`config.mk`:
```
export PLATFORM = sky130hd
export DESIGN_NAME = request_issuer
export DESIGN_NICKNAME = d
export VERILOG_FILES = /design/src/rtl/request_issuer.sv
export SDC_FILE = /design/constraint.sdc
export NUM_CORES = 1
export LEC_CHECK = 0
export ABC_AREA = 0
export CORE_ASPECT_RATIO = 0.7
export CORE_MARGIN = 2
export CORE_UTILIZATION = 57
export CTS_BUF_LIST = sky130_fd_sc_hd__clkbuf_2 sky130_fd_sc_hd__clkbuf_4 sky130_fd_sc_hd__clkbuf_8
export DETAILED_ROUTE_END_ITERATION = 10
export PLACE_DENSITY = 0.78
export SLEW_MARGIN = 20
export SYNTH_ARGS = -nofsm -noshare
export SYNTH_HDL_FRONTEND = slang
export SYNTH_SLANG_ARGS = --single-unit
```
`constraint.sdc`:
```
create_clock -name clk -period 5 [get_ports clk]
set_clock_uncertainty 0.2 [all_clocks]
set_input_delay 0.75 -clock clk [delete_from_list [all_inputs] [get_ports clk]]
set_output_delay 0.75 -clock clk [all_outputs]
set_load 0.02 [all_outputs]
```
`src/rtl/request_issuer.sv`:
```
// Requester-side read issuer: formats request packets into the request NoC and
// tracks outstanding reads until a matching response or a timeout retires them.
module request_issuer #(
    parameter int DATA_W  = 16,
    parameter int RESP_W  = DATA_W + 9,
    parameter int MAX_OUT = 4,
    parameter int TIMEOUT = 1024,
    parameter int CNT_W   = 11
) (
    input  logic              clk,
    input  logic              reset,
    input  logic [1:0]        id,
    input  logic              req_valid,
    output logic              req_ready,
    input  logic [5:0]        req_reg_id,
    input  logic [1:0]        req_dest,
    input  logic              full,
    input  logic              almost_full,
    output logic [11:0]       dataOut,
    output logic              write,
    input  logic [RESP_W-1:0] resp_in,
    output logic              rd_valid,
    output logic [5:0]        rd_reg_id,
    output logic [DATA_W-1:0] rd_data,
    output logic              rd_timeout,
    output logic [3:0]        outstanding,
    output logic              err_unexpected
);

    localparam logic [CNT_W-1:0] CNT_MAX   = CNT_W'(TIMEOUT - 1);
    localparam logic [3:0]       MAX_OUT_C = 4'(MAX_OUT);

    logic [11:0]        pend;
    logic               pend_v;
    logic [MAX_OUT-1:0] ent_v;
    logic [5:0]         ent_id  [MAX_OUT];
    logic [CNT_W-1:0]   ent_cnt [MAX_OUT];

    logic               send;
    logic               accept;
    logic               dup;
    logic [3:0]         live_cnt;
    logic [MAX_OUT-1:0] free_sel;
    logic [MAX_OUT-1:0] hit_sel;
    logic [MAX_OUT-1:0] exp_sel;
    logic               free_any;
    logic               hit;
    logic               exp_any;
    logic [5:0]         exp_id;

    logic               resp_v;
    logic [1:0]         resp_dest;
    logic [5:0]         resp_reg;
    logic [DATA_W-1:0]  resp_data;

    assign resp_v    = resp_in[0];
    assign resp_dest = resp_in[2:1];
    assign resp_reg  = resp_in[8:3];
    assign resp_data = resp_in[RESP_W-1:9];

    // A write issued last cycle is not yet visible in the FIFO flags, so it needs almost_full clear.
    assign send      = pend_v & (write ? ~almost_full : ~full);
    assign req_ready = (~pend_v | send) & (live_cnt < MAX_OUT_C) & ~dup;
    assign accept    = req_valid & req_ready;
    assign outstanding = live_cnt;

    always_comb begin
        live_cnt = '0;
        dup      = 1'b0;
        free_sel = '0;
        free_any = 1'b0;
        hit_sel  = '0;
        hit      = 1'b0;
        exp_sel  = '0;
        exp_any  = 1'b0;
        exp_id   = '0;
        for (int unsigned i = 0; i < MAX_OUT; i++) begin
            live_cnt = live_cnt + 4'(ent_v[i]);
            if (ent_v[i] && ent_id[i] == req_reg_id) dup = 1'b1;
            if (!ent_v[i] && !free_any) begin
                free_sel[i] = 1'b1;
                free_any    = 1'b1;
            end
            if (resp_v && resp_dest == id && ent_v[i] && ent_id[i] == resp_reg && !hit) begin
                hit_sel[i] = 1'b1;
                hit        = 1'b1;
            end
            if (ent_v[i] && ent_cnt[i] == CNT_MAX && !hit_sel[i] && !exp_any) begin
                exp_sel[i] = 1'b1;
                exp_any    = 1'b1;
                exp_id     = ent_id[i];
            end
        end
    end

    always_ff @(posedge clk or posedge reset) begin
        if (reset) begin
            pend           <= '0;
            pend_v         <= 1'b0;
            dataOut        <= '0;
            write          <= 1'b0;
            rd_valid       <= 1'b0;
            rd_reg_id      <= '0;
            rd_data        <= '0;
            rd_timeout     <= 1'b0;
            err_unexpected <= 1'b0;
            ent_v          <= '0;
            for (int unsigned i = 0; i < MAX_OUT; i++) begin
                ent_id[i]  <= '0;
                ent_cnt[i] <= '0;
            end
        end else begin
            write <= send;
            if (send) begin
                dataOut <= pend;
                pend_v  <= 1'b0;
            end
            if (accept) begin
                pend   <= {1'b0, req_reg_id, id, req_dest, 1'b1};
                pend_v <= 1'b1;
            end

            // Completion wins the report slot; an expired entry waits with a saturated count.
            rd_valid <= hit | exp_any;
            if (hit) begin
                rd_reg_id  <= resp_reg;
                rd_data    <= resp_data;
                rd_timeout <= 1'b0;
            end else if (exp_any) begin
                rd_reg_id  <= exp_id;
                rd_data    <= '0;
                rd_timeout <= 1'b1;
            end
            if (resp_v && !hit) err_unexpected <= 1'b1;

            for (int unsigned i = 0; i < MAX_OUT; i++) begin
                if (ent_v[i] && ent_cnt[i] != CNT_MAX) ent_cnt[i] <= ent_cnt[i] + 1'b1;
                if (hit_sel[i] || (exp_sel[i] && !hit)) ent_v[i] <= 1'b0;
                if (accept && free_sel[i]) begin
                    ent_v[i]   <= 1'b1;
                    ent_id[i]  <= req_reg_id;
                    ent_cnt[i] <= '0;
                end
            end
        end
    end

endmodule

```
==> impl_metrics.env <==
export IMPL_status="finished, final reports clean"
export IMPL_synth_ff_type="dfrtp_1"
export IMPL_syn_area_per_cell_um2=10.7
export IMPL_hold_viol=0
export IMPL_async_reset_ff_share_pct=100
export IMPL_cts_resized=0
export IMPL_core_area_mm2=0.0104
export IMPL_drc=0
export IMPL_synth_cell_types=60
export IMPL_initial_core_util_pct=58.9
export IMPL_crit_type="reg -> out"
export IMPL_crit_path_cell_trace="inv_1 -> fa_1 -> inv_1 -> ha_1 -> ha_1 -> a211o_1 -> nor4_2 -> clkdlybuf4s50_1"
export IMPL_totalWireLength_mm=14.5
export IMPL_cts_sinks=121
export IMPL_post_route_period_util_pct=86.3
export IMPL_clock_fmax_ghz=0.232
export IMPL_num_rows=31
export IMPL_netlist_instances=571
export IMPL_synth_warnings=0
export IMPL_cp_required_ps=4050
export IMPL_track_usage_pct=27.1
export IMPL_ant_nets=0
export IMPL_wl_per_cell_um=18.2
export IMPL_vias_per_cell=5.89
export IMPL_io_pins=83
export IMPL_grt_max_degree=73
export IMPL_synth_simple_gate_area_share_pct=15.5
export IMPL_clk_latency_ps=440
export IMPL_dieArea_mm2=0.0116
export IMPL_worst_slew_pin_slew_ps=878
export IMPL_grt_pass1_vias=4926
export IMPL_finalCriticalPeriod_ps=4320
export IMPL_cts_tree="built"
export IMPL_globalplace_congestion=0.982
export IMPL_synth_edf_count=0
export IMPL_ir_drop_mv=0.342
export IMPL_drtIter0Drc=338
export IMPL_slew_headroom_pct=41.5
export IMPL_max_cap_violations=0
export IMPL_cts_hold_buffers=0
export IMPL_synth_top_family_by_area="simple AND/OR/NAND/NOR gates"
export IMPL_slew_violations=0
export IMPL_synth_ff_latch_count=121
export IMPL_final_nets=699
export IMPL_diodes=0
export IMPL_die_w_um=128
export IMPL_end_kind="output pin"
export IMPL_synth_compound_area_share_pct=8.76
export IMPL_post_place_cells=763
export IMPL_netlist_area_mm2=0.00613
export IMPL_drt_pre_antenna_iters=8
export IMPL_via_count=4680
export IMPL_cts_buffers=17
export IMPL_power_density_mw_per_mm2=631
export IMPL_antenna_found_initial=0
export IMPL_syn_to_final_growth_pct=21.1
export IMPL_seq_area_frac_synth_pct=49.4
export IMPL_grt_overflow=0
export IMPL_hpwlAfterDp_mm=10.5
export IMPL_h_tree_depth=4
export IMPL_cts_clk_slew_worst_paths_ps=70
export IMPL_min_path_type="reg -> reg"
export IMPL_worst_setup_path_start_kind="flip-flop"
export IMPL_arrival_ps=3370
export IMPL_fin_util_pct=71.4
export IMPL_yosysTopAreaCell="dfrtp_1"
export IMPL_die_y_um=90.7
export IMPL_synth_xor_area_share_pct=11.6
export IMPL_instances_no_fill=795
export IMPL_slowest_stage="clkdlybuf4s50_1"
export IMPL_clock_path_buffers=2
export IMPL_final_setup_tns_ps=0
export IMPL_reg2reg_slack_ps=980
export IMPL_synth_area_mux_share_pct=9.11
export IMPL_synth_top_area_share_pct=49.4
export IMPL_slowest_delay_ps=680
export IMPL_cp_max_fo=13
export IMPL_leakage_uw=0.00318
export IMPL_fin_ws_ps=683
export IMPL_synth_area_top_cells="dfrtp_1 (49%), mux2_2 (8.5%), xnor2_1 (6.3%), xor2_1 (5.3%), nor2_1 (4.0%)"
export IMPL_place_ws_ps=990
export IMPL_portBuffers=80
export IMPL_grt_pass1_wl_mm=24.5
export IMPL_clock_root_buffer="clkbuf_8"
export IMPL_layout_drive_gt1_share_pct=14.8
export IMPL_cts_setup_buffers=0
export IMPL_total_power_uw=4680
export IMPL_rsz0062_at_grt="false"
export IMPL_setup_violations_final=0
export IMPL_synthAdderAreaFrac_pct=1.96
-- Yosys cell counts, types with 2 or more instances --
cell	count
nand2_1	41
xor2_1	37
o21ai_0	16
buf_2	11
a22o_1	17
nor3_1	12
or3_1	3
o22a_1	5
mux2i_1	4
clkbuf_1	5
a21o_1	2
nand4_1	21
and3_1	5
xnor2_1	44
nor4_1	8
ha_1	8
a31oi_1	2
nand2b_1	3
a222oi_1	2
dfrtp_1	121
a21oi_1	11
buf_1	2
inv_1	16
buf_4	9
mux2_2	46
nor2_1	65
a211o_1	2
a22oi_1	4
nand3_1	18
-- registers in the layout (all words and copies together), names as in the netlist, 4 cells and up --
register,count
pend,11
ent_cnt,44
ent_id,24
rd_reg_id,6
rd_data,16
dataOut,11
ent_v,4
-- where the power goes --
part / switching, µW / internal, µW / total, µW
Sequential: 462 / 1420 / 1890
Combinational: 906 / 945 / 1850
Clock: 420 / 524 / 944
Total: 1790 / 2890 / 4680
-- routing by layer --
layer  track usage [%]  wire length, µm  vias up
li1                  -                -     2156
met1              37.9             6460     2307
met2              41.0             6810      183
met3              6.40              911       34
met4              10.4              274        0
met5                 0                0        -
-- worst paths after layout --
check                                from              to  cells past startpoint
max                              ent_v[0]       req_ready                      8
min                        err_unexpected  err_unexpected                      1
max reg2reg                      ent_v[0]      ent_id[13]                     10
min reg2reg                err_unexpected  err_unexpected                      1
max in group asynchronous           reset      ent_cnt[8]                      3
min in group asynchronous           reset     ent_cnt[25]                      2
-- area by class of cell --
| cell class | instances | area [µm²] |
|---|---|---|
| Inverter | 16 | 62.6 |
| Clock inverter | 13 | 169 |
| Fill cell | 732 | 2970 |
| Timing Repair Buffer | 87 | 853 |
| Multi-Input combinational cell | 407 | 2880 |
| Clock buffer | 19 | 262 |
| Tap cell | 132 | 165 |
| Sequential cell | 121 | 3030 |
-- worst max-delay path, delay by kind of cell, from the launching register on --
family,cells,cell delay [ps]
flops,1,610
buf+inv,3,870
fa+ha+maj,3,960
simple gates,1,210
compound gates,1,260
-- layout by cell type, fill, tap and decap left out, types with 15 or more instances in the layout --
master and count:
nor2_1 65, clkdlybuf4s50_1 80, a22o_1 17, mux2_2 46
xor2_1 37, o21ai_0 16, xnor2_1 44, inv_1 15
nand4_1 21, dfrtp_1 121, clkbuf_8 19, nand2_1 41
nand3_1 18
-- stage by stage --
step / area (µm²) / hold slack [ps]
final: 7420 / 259
after global placement: 6990 / 242
after global routing: 7420 / 294
after detailed placement: 6990 / 248
after CTS: 7420 / 265
after floorplan: 6130 / 230
-- cells by family after synthesis --
logic type / count (synthesis)
AOI/OAI and AO/OA: 73
xor gates and xnor gates: 81
adders and majority gates: 9
buffers and inverters: 44
DFF: 121
muxes: 50
other: 1
and+or+nand+nor: 192
(Power assumes the default switching activity.)
